`src/rtl/dr_seq_pkg.sv`:
```
// Shared types and constants for the DataRegister load sequencer:
// FSM states, operand width codes, DataRegister function selects and
// a helper that maps a width code to its byte count.
package dr_seq_pkg;

    typedef enum logic [1:0] {
        IDLE = 2'd0,
        REQ  = 2'd1,
        DONE = 2'd2,
        ERR  = 2'd3
    } seq_state_t;

    // Operand width codes as presented on the Width input.
    localparam logic [1:0] W_BYTE = 2'b00;
    localparam logic [1:0] W_HALF = 2'b01;
    localparam logic [1:0] W_WORD = 2'b10;
    localparam logic [1:0] W_RSVD = 2'b11;

    // DataRegister function selects.
    localparam logic [1:0] FS_SEXT = 2'b00;
    localparam logic [1:0] FS_ZEXT = 2'b01;
    localparam logic [1:0] FS_SHL  = 2'b10;
    localparam logic [1:0] FS_SHR  = 2'b11;

    // Number of memory bytes that make up an operand of the given width.
    function automatic logic [2:0] byteCount(input logic [1:0] width);
        case (width)
            W_BYTE:  return 3'd1;
            W_HALF:  return 3'd2;
            default: return 3'd4;
        endcase
    endfunction

    // Load select for the first byte of a byte/halfword operand.
    function automatic logic [1:0] extFunSel(input logic signExt);
        return signExt ? FS_SEXT : FS_ZEXT;
    endfunction

endpackage

```
`src/rtl/dr_seq_timeout.sv`:
```
// Wait counter guarding each memory byte. Loading arms it with LIMIT
// cycles; every idle tick counts down, and o_expire flags the tick on
// which the last allowed cycle is consumed. Clear parks it at zero.
module dr_seq_timeout #(
    parameter int LIMIT = 15
) (
    input  logic clk,
    input  logic rst_n,
    input  logic i_clear,
    input  logic i_load,
    input  logic i_tick,
    output logic o_expire
);

    localparam logic [7:0] LIMIT_C = 8'(LIMIT);

    logic [7:0] r_count;

    // Down-counter: clear wins over load, load wins over a tick.
    always_ff @(posedge clk or negedge rst_n) begin
        if (!rst_n) begin
            r_count <= 8'd0;
        end else if (i_clear) begin
            r_count <= 8'd0;
        end else if (i_load) begin
            r_count <= LIMIT_C;
        end else if (i_tick && (r_count != 8'd0)) begin
            r_count <= r_count - 8'd1;
        end
    end

    assign o_expire = i_tick && !i_load && !i_clear && (r_count == 8'd1);

endmodule

```
`src/rtl/dr_load_sequencer.sv`:
```
// Sequences byte reads from a byte-wide memory into the 8-bit-input
// DataRegister to build byte, halfword or word operands, sign- or
// zero-extended. The DataRegister I input is wired to MemData outside
// this block; DR_E follows MemReady so the register captures each byte
// on the same edge the sequencer advances.
// Optional build macro DRSEQ_LITTLE_ENDIAN_EN selects little-endian
// byte ordering; without it operands are assembled big-endian.
module dr_load_sequencer
    import dr_seq_pkg::*;
#(
    parameter int ADDR_W  = 16,
    parameter int TIMEOUT = 15
) (
    input  logic              Clock,
    input  logic              Reset_n,
    input  logic              Start,
    input  logic [1:0]        Width,
    input  logic              SignExt,
    input  logic [ADDR_W-1:0] BaseAddr,
    input  logic              MemReady,
    output logic              MemRead,
    output logic [ADDR_W-1:0] MemAddr,
    output logic              DR_E,
    output logic [1:0]        DR_FunSel,
    output logic              Busy,
    output logic              Done,
    output logic              Error
);

    seq_state_t        r_state;
    logic              r_memRead;
    logic [ADDR_W-1:0] r_memAddr;
    logic [1:0]        r_funSel;
    logic [1:0]        r_laterFs;
    logic              r_descend;
    logic [2:0]        r_bytesLeft;
    logic              r_busy;
    logic              r_done;
    logic              r_error;

    logic [ADDR_W-1:0] w_firstAddr;
    logic [ADDR_W-1:0] w_nextAddr;
    logic [1:0]        w_firstFs;
    logic [1:0]        w_laterFs;
    logic              w_descend;
    logic              w_accept;
    logic              w_timerLoad;
    logic              w_timerTick;
    logic              w_timerClear;
    logic              w_expire;

    assign w_accept = (r_state == IDLE) && Start && (Width != W_RSVD);

    // Decode the incoming request into first address, load selects and
    // address direction so the FSM only has to latch them.
    always_comb begin
        w_firstAddr = BaseAddr;
        w_firstFs   = (Width == W_WORD) ? FS_ZEXT : extFunSel(SignExt);
        w_laterFs   = FS_SHL;
        w_descend   = 1'b0;
`ifdef DRSEQ_LITTLE_ENDIAN_EN
        if (Width == W_WORD) begin
            w_firstFs = FS_SHR;
            w_laterFs = FS_SHR;
        end else begin
            w_firstAddr = BaseAddr + ADDR_W'(byteCount(Width) - 3'd1);
            w_descend   = 1'b1;
        end
`endif
    end

    assign w_nextAddr = r_descend ? (r_memAddr - ADDR_W'(1)) : (r_memAddr + ADDR_W'(1));

    assign w_timerLoad  = w_accept || ((r_state == REQ) && MemReady);
    assign w_timerTick  = (r_state == REQ) && !MemReady;
    assign w_timerClear = (r_state == DONE) || (r_state == ERR);

    dr_seq_timeout #(
        .LIMIT (TIMEOUT)
    ) u_timeout (
        .clk      (Clock),
        .rst_n    (Reset_n),
        .i_clear  (w_timerClear),
        .i_load   (w_timerLoad),
        .i_tick   (w_timerTick),
        .o_expire (w_expire)
    );

    // Load sequencing FSM with registered memory and status outputs.
    always_ff @(posedge Clock or negedge Reset_n) begin
        if (!Reset_n) begin
            r_state     <= IDLE;
            r_memRead   <= 1'b0;
            r_memAddr   <= '0;
            r_funSel    <= FS_SEXT;
            r_laterFs   <= FS_SHL;
            r_descend   <= 1'b0;
            r_bytesLeft <= 3'd0;
            r_busy      <= 1'b0;
            r_done      <= 1'b0;
            r_error     <= 1'b0;
        end else begin
            r_done  <= 1'b0;
            r_error <= 1'b0;
            case (r_state)
                IDLE: begin
                    if (Start) begin
                        r_busy <= 1'b1;
                        if (Width == W_RSVD) begin
                            r_state <= ERR;
                            r_error <= 1'b1;
                        end else begin
                            r_state     <= REQ;
                            r_memRead   <= 1'b1;
                            r_memAddr   <= w_firstAddr;
                            r_funSel    <= w_firstFs;
                            r_laterFs   <= w_laterFs;
                            r_descend   <= w_descend;
                            r_bytesLeft <= byteCount(Width);
                        end
                    end
                end
                REQ: begin
                    if (MemReady) begin
                        if (r_bytesLeft == 3'd1) begin
                            r_state     <= DONE;
                            r_memRead   <= 1'b0;
                            r_funSel    <= FS_SEXT;
                            r_bytesLeft <= 3'd0;
                            r_done      <= 1'b1;
                        end else begin
                            r_bytesLeft <= r_bytesLeft - 3'd1;
                            r_memAddr   <= w_nextAddr;
                            r_funSel    <= r_laterFs;
                        end
                    end else if (w_expire) begin
                        r_state     <= ERR;
                        r_memRead   <= 1'b0;
                        r_funSel    <= FS_SEXT;
                        r_bytesLeft <= 3'd0;
                        r_error     <= 1'b1;
                    end
                end
                DONE, ERR: begin
                    r_state <= IDLE;
                    r_busy  <= 1'b0;
                end
                default: begin
                    r_state <= IDLE;
                end
            endcase
        end
    end

    assign MemRead   = r_memRead;
    assign MemAddr   = r_memAddr;
    assign DR_E      = r_memRead & MemReady;
    assign DR_FunSel = r_funSel;
    assign Busy      = r_busy;
    assign Done      = r_done;
    assign Error     = r_error;

endmodule

```
`config.mk`:
```
export PLATFORM = sky130hd
export DESIGN_NAME = dr_load_sequencer
export DESIGN_NICKNAME = d
export VERILOG_FILES = /design/src/rtl/dr_seq_pkg.sv /design/src/rtl/dr_seq_timeout.sv /design/src/rtl/dr_load_sequencer.sv
export SDC_FILE = /design/constraint.sdc
export NUM_CORES = 1
export LEC_CHECK = 0
export ABC_AREA = 1
export CORE_MARGIN = 5
export CORE_UTILIZATION = 35
export CTS_BUF_LIST = sky130_fd_sc_hd__clkbuf_4
export CTS_CLUSTER_DIAMETER = 50
export CTS_CLUSTER_SIZE = 16
export DETAILED_ROUTE_END_ITERATION = 12
export PLACE_DENSITY_LB_ADDON = 0.15
export SETUP_SLACK_MARGIN = 0.3
export SKIP_LAST_GASP = 1
export SLEW_MARGIN = 10
export SYNTH_ARGS = -nofsm -noshare
export SYNTH_HDL_FRONTEND = slang
export SYNTH_SLANG_ARGS = --single-unit
```
`constraint.sdc`:
```
create_clock -name Clock -period 3.75 [get_ports Clock]
set_input_delay 0.375 -clock Clock [delete_from_list [all_inputs] [get_ports Clock]]
set_output_delay 0.375 -clock Clock [all_outputs]
set_load 0.01 [all_outputs]
```
==> results of run 1 <==
[kinds of logic after synthesis]
family                     after synthesis
xor gates and xnor gates                 6
and+or+nand+nor                        213
AOI/OAI and AO/OA                       33
buffers and inverters                   42
adders and majority gates                6
DFF                                     35
[metal layers]
| layer | vias to the layer above | routed length, um |
|---|---|---|
| met3 | 4 | 294 |
| met4 | 0 | 45 |
| met1 | 1002 | 2800 |
| li1 | 1157 | - |
| met2 | 49 | 2690 |
| met5 | - | 0 |
[state kept, by name, indices dropped and copies added, names as in the netlist]
register           cells
Error                  1
Busy                   1
r_state                2
u_timeout.r_count      8
MemRead                1
DR_FunSel              2
MemAddr               16
r_bytesLeft            3
Done                   1
[power groups by stage]
| stage | sequential, mW | combinational [mW] | clock [mW] |
|---|---|---|---|
| global route | 0.787 | 1.57 | 0.385 |
| CTS | 0.755 | 1.40 | 0.368 |
| global placement | 0.760 | 1.38 | 0 |
| finish | 0.754 | 1.38 | 0.353 |
| floorplan | 0.765 | 0.935 | 0 |
| detailed placement | 0.763 | 1.39 | 0 |
[layout make-up]
type                            count  area, sq um
Inverter                           37          141
Timing Repair Buffer               47          465
Clock inverter                      2         60.1
Tap cell                           77         96.3
Clock buffer                        6         45.0
Fill cell                         651         3450
Multi-Input combinational cell    258         1290
Sequential cell                    35          876
[path summary, 6_finish.rpt]
kind / cells after the start / end / from
worst max-delay path: 4 / DR_E / MemReady
worst max register to register: 8 / MemAddr[5]$_DFFE_PN0P_ / r_state[0]$_DFFE_PN0P_
worst min-delay path: 2 / r_bytesLeft[0]$_DFFE_PN0P_ / Reset_n
min in group Clock: 2 / DR_FunSel[1]$_DFFE_PN0P_ / DR_FunSel[1]$_DFFE_PN0P_
max in group asynchronous: 2 / MemAddr[12]$_DFFE_PN0P_ / Reset_n
worst min register to register: 2 / DR_FunSel[1]$_DFFE_PN0P_ / DR_FunSel[1]$_DFFE_PN0P_
[synth_stat cells]
cell type and instances:
a21oi_1 5, a21oi_4 1, a31oi_1 2, buf_4 4, buf_6 1, dfrtp_1 35, ha_1 6, inv_1 34
inv_2 2, inv_4 1, nand2_1 112, nand2_2 2, nand2_4 3, nand3_1 26, nand3_4 3, nand3b_1 2
nand4_1 5, nor2_1 50, nor2_2 3, nor2_4 1, nor3_1 3, o211ai_1 4, o21ai_0 13, o21ai_1 4
o21ai_2 2, o21ai_4 1, o32ai_1 1, or2_2 3, xnor2_1 2, xor2_1 4
[metrics by stage]
stage	std cells	utilization, %
6_report	462	46.2
5_1_grt	462	46.2
4_1_cts	462	46.2
3_5_place_dp	454	44.6
3_3_place_gp	454	44.6
2_1_floorplan	335	-
[worst max-delay path, delay by kind of cell]
kind          cells  cell delay, ns
buf+inv           3            1.18
simple gates      1            0.08
==> metrics.yaml, run 1 <==
yosys:
  synth-adder-area-share_pct: 3.20
  synth_mux_area_share_pct: 0
  synth-compound-area-share_pct: 9.02
  yosys.area.top_type: "dfrtp_1"
  synth_top_family_by_area: "simple AND/OR/NAND/NOR gates"
  synthTopCellsByArea: "dfrtp_1, nand2_1, nor2_1"
  synth_xor_area_share_pct: 2.24
  synth_area_sq_um: 2340
  syn_avg_cell_area_sq_um: 7.00
  synth.net_count: 364
  synth.top_cell.area_share_pct: 37.4
  ys_seq_area_share_pct: 37.4
  synth-seq-cells: 35
  synth-simple-area-share_pct: 40.4
  syn-instance-count: 335
  yosysWarnings: 0
  ys_types: 30
setup_path:
  start_kind: "input port"
  worstSetupPathType: "input port to output pin"
  reg2reg_slack_ns: 1.81
  crit_chain: "clkdlybuf4s50_1 -> nand2_1 -> inv_1 -> clkdlybuf4s50_1"
  worstPathMaxFanout: 5
  worstPathRequired_ns: 3.38
  max_stage_delay_ns: 0.61
  path_common_cell: "clkdlybuf4s50_1"
  critical_path_arrival_ns: 1.63
  cp-end-kind: "output pin"
  cp_slowest_cell: "clkdlybuf4s50_1"
power_and_ir_drop:
  p_comb_share_pct: 55.5
  power_switching_mw: 1.15
  ir_drop_mv: 0.232
  internal-power_mw: 1.34
  pwr-share-seq_pct: 30.3
  power.density_nw_per_um2: 837
  report.power.total_mw: 2.49
  p_leak_nw: 1.44
  p_sw_share_pct: 46.1
  clockPowerShare_pct: 14.2
clock_network:
  cts_resized: 0
  root_buffer: "clkbuf_4"
  cts.sinks: 35
  cts_max_level: 2
  cts_tree: "done"
  cts_buffer_depth: 2
  cts_hold_buf: 0
  post-cts-setup-buffer-count: 0
  clk_latency_ns: 0.35
  clk_pin_slew_worst_paths_ns: 0.12
  cts_buffers: 5
timing:
  worst_slack_ns: 1.74
  fmax_mhz: 498
  slew_violations: 0
  period_share_pct: 53.6
  setup_viol: 0
  worst_pin_slew_ns: 0.466
  post-route-min-period_ns: 2.01
  fin_setup_tns_ns: 0
  hold_viol: 0
  rsz0062_at_grt: "no"
  whs_ns: 0.428
  max_slew_margin_pct: 68.9
  clock_skew_ns: 0.0148
grt:
  grt_pass1_vias: 2096
  grt_pass1_wl_um: 10100
  antenna_found_initial: 0
  track_usage_pct: 14.5
  use_met1_pct: 19.0
  met2_usage_pct: 23.5
  gr-total-overflow: 0
  grt.met3_usage_pct: 3.52
  grt_max_degree: 36
  grt_busiest_layer: "met2"
floorplanning:
  ios: 46
  die-area_sq_um: 8440
  core_region_area_sq_um: 6420
  die_w_um: 91.9
  die_h_um: 91.9
  initial_core_util_pct: 36.5
  rows: 29
outcome:
  run_status: "complete, no violations"
place:
  dp_slack_ns: 1.58
  gp_congestion: 0.820
  placed_area_sq_um: 2870
  dpl.hpwl_um: 4290
  io_buffers: 45
final_layout:
  drive_gt1_share_pct: 8.31
  diodes: 0
  nets: 413
  mostFrequentLayoutCells: "nand2_1, nor2_1, clkdlybuf4s50_1, dfrtp_1, inv_1"
  design_area_sq_um: 2970
  area_growth_pct: 26.7
  final_common_cell: "nand2_1"
routing:
  first_pass_iters: 4
  routed_wl_um: 5830
  via_count: 2212
  antenna_left: 0
  drc: 0
  viasPerCell: 4.79
  routedWlPerCell_um: 12.6
  drtIter0Drc: 121
worst_hold_path:
  hold_path_class: "input port to async pin"
job:
  cap_violations: 0
Note: power is estimated with default switching activity, not from simulation.
==> inputs of run 2 (changes only) <==
clock period = 2 ns   (was 3.75 ns; I/O delays follow)
==> metrics.yaml, run 2 (synthesis gave the netlist of run 1 again) <==
clock_network:
  cts_max_level: 2
  clk_latency_ns: 0.35
  cts_tree: "done"
  cts_hold_buf: 0
  cts_buffer_depth: 2
  clk_pin_slew_worst_paths_ns: 0.13
  cts_buffers: 5
  root_buffer: "clkbuf_4"
  cts.sinks: 35
grt:
  antenna_found_initial: 0
  grt_pass1_wl_um: 10000
  grt_pass1_vias: 2145
  gr-total-overflow: 0
  track_usage_pct: 14.4
  grt_max_degree: 36
floorplanning:
  die_w_um: 91.9
  ios: 46
  core_region_area_sq_um: 6420
  die_h_um: 91.9
  die-area_sq_um: 8440
  initial_core_util_pct: 36.5
  rows: 29
setup_path:
  crit_chain: "clkdlybuf4s50_1"
  start_kind: "flip-flop"
  worstPathRequired_ns: 1.80
  max_stage_delay_ns: 0.58
  worstPathMaxFanout: 6
  worstSetupPathType: "flip-flop to output pin"
  cp_slowest_cell: "clkdlybuf4s50_1"
  crit_family: "buffers and inverters"
  cp-end-kind: "output pin"
  critical_path_arrival_ns: 1.42
  path_buf_inv: 1
final_layout:
  final_common_cell: "nand2_1"
  area_growth_pct: 26.4
  nets: 417
  diodes: 0
  drive_gt1_share_pct: 10.3
  mostFrequentLayoutCells: "nand2_1, nor2_1, clkdlybuf4s50_1, dfrtp_1, inv_1"
  largest_reg_flops: 16
routing:
  wl_met2_um: 2670
  topRoutingLayerUsed: "met4"
  antenna_left: 0
  routedWlPerCell_um: 12.5
  via_count: 2193
  drtIter0Drc: 130
  drc: 0
  viasPerCell: 4.71
  wl_met1_um: 2840
  dr_wl_met3_um: 256
  first_pass_iters: 4
  routed_wl_um: 5830
power_and_ir_drop:
  p_leak_nw: 1.44
  power.density_nw_per_um2: 1520
  ir_drop_mv: 0.413
timing:
  fmax_mhz: 618
  hold_viol: 0
  whs_ns: 0.248
  period_share_pct: 80.9
  post-route-min-period_ns: 1.62
  setup_viol: 0
  slew_violations: 0
  worst_pin_slew_ns: 0.454
  rsz0062_at_grt: "yes"
  clock_skew_ns: 0.0127
  fin_setup_tns_ns: 0
  max_slew_margin_pct: 69.7
place:
  io_buffers: 45
  dpl.hpwl_um: 4300
  gp_congestion: 0.772
outcome:
  run_status: "complete, no violations"
job:
  cap_violations: 0
worst_hold_path:
  hold_path_class: "input port to async pin"
-- run 2: cell types whose count changed in the layout (fill, tap and decap cells not counted) --
cell / change
bufinv_16: -2
buf_4: +3
nor2_2: +3
nor2_1: -3
dfrtp_1: -1
dfrtp_2: +1
dlymetal6s2s_1: +1
clkdlybuf4s50_1: -1
clkinv_2: +3
clkbuf_4: -1
buf_6: +1
-- run 2: layout make-up --
cell class | count | area, sq um
fillers | 684 | 3460
clock inverters | 3 | 15.0
multi-input cells | 258 | 1290
well taps | 77 | 96.3
inverters | 37 | 141
repair buffers | 51 | 502
flip-flops and latches | 35 | 877
clock buffers | 5 | 37.5
-- run 2: report_power, final --
part / internal [mW] / leakage [nW] / total (mW) / switching [mW]
logic: 1.15 / 0.972 / 2.67 / 1.52
clock network: 0.131 / 0.0347 / 0.402 / 0.271
registers: 1.03 / 0.437 / 1.42 / 0.389
-- run 2: layer usage --
metal / global-route usage (%) / up-vias
met1: 18.5 / 989
met3: 3.27 / 6
met5: 0 / -
met2: 24.3 / 33
li1: - / 1165
met4: 3.71 / 0
-- run 2: path summary, 6_finish.rpt --
path                       slack [ns]  cells after the start                      from                          to
max in group asynchronous        1.41                      2                   Reset_n      r_state[1]$_DFFE_PN0P_
min in group Clock               0.27                      3                  MemReady              Done$_DFF_PN0_
setup / recovery                 0.38                      1    MemAddr[4]$_DFFE_PN0P_                  MemAddr[4]
setup reg to reg                 0.45                      8    r_state[0]$_DFFE_PN0P_     MemAddr[14]$_DFFE_PN0P_
hold reg to reg                  0.50                      2  DR_FunSel[0]$_DFFE_PN0P_    DR_FunSel[0]$_DFFE_PN0P_
hold / removal                   0.25                      2                   Reset_n  r_bytesLeft[2]$_DFFE_PN0P_
-- run 2: metrics by stage --
step	worst slack, ns	total power, mW	std cells	util, %	instance area, sq um
2_1_floorplan	0.639	3.19	335	-	2340
3_3_place_gp	0.203	4.05	456	44.8	2880
3_5_place_dp	0.166	4.08	456	44.8	2880
4_1_cts	0.302	4.50	464	45.7	2930
5_1_grt	0.286	4.99	466	46.1	2960
6_report	0.383	4.50	466	46.1	2960
-- run 2: repair_timing --
action                                  4_1_cts  5_1_grt
resized for setup                             0        6
endpoints found under the setup margin        0       11
buffers inserted                              0        2
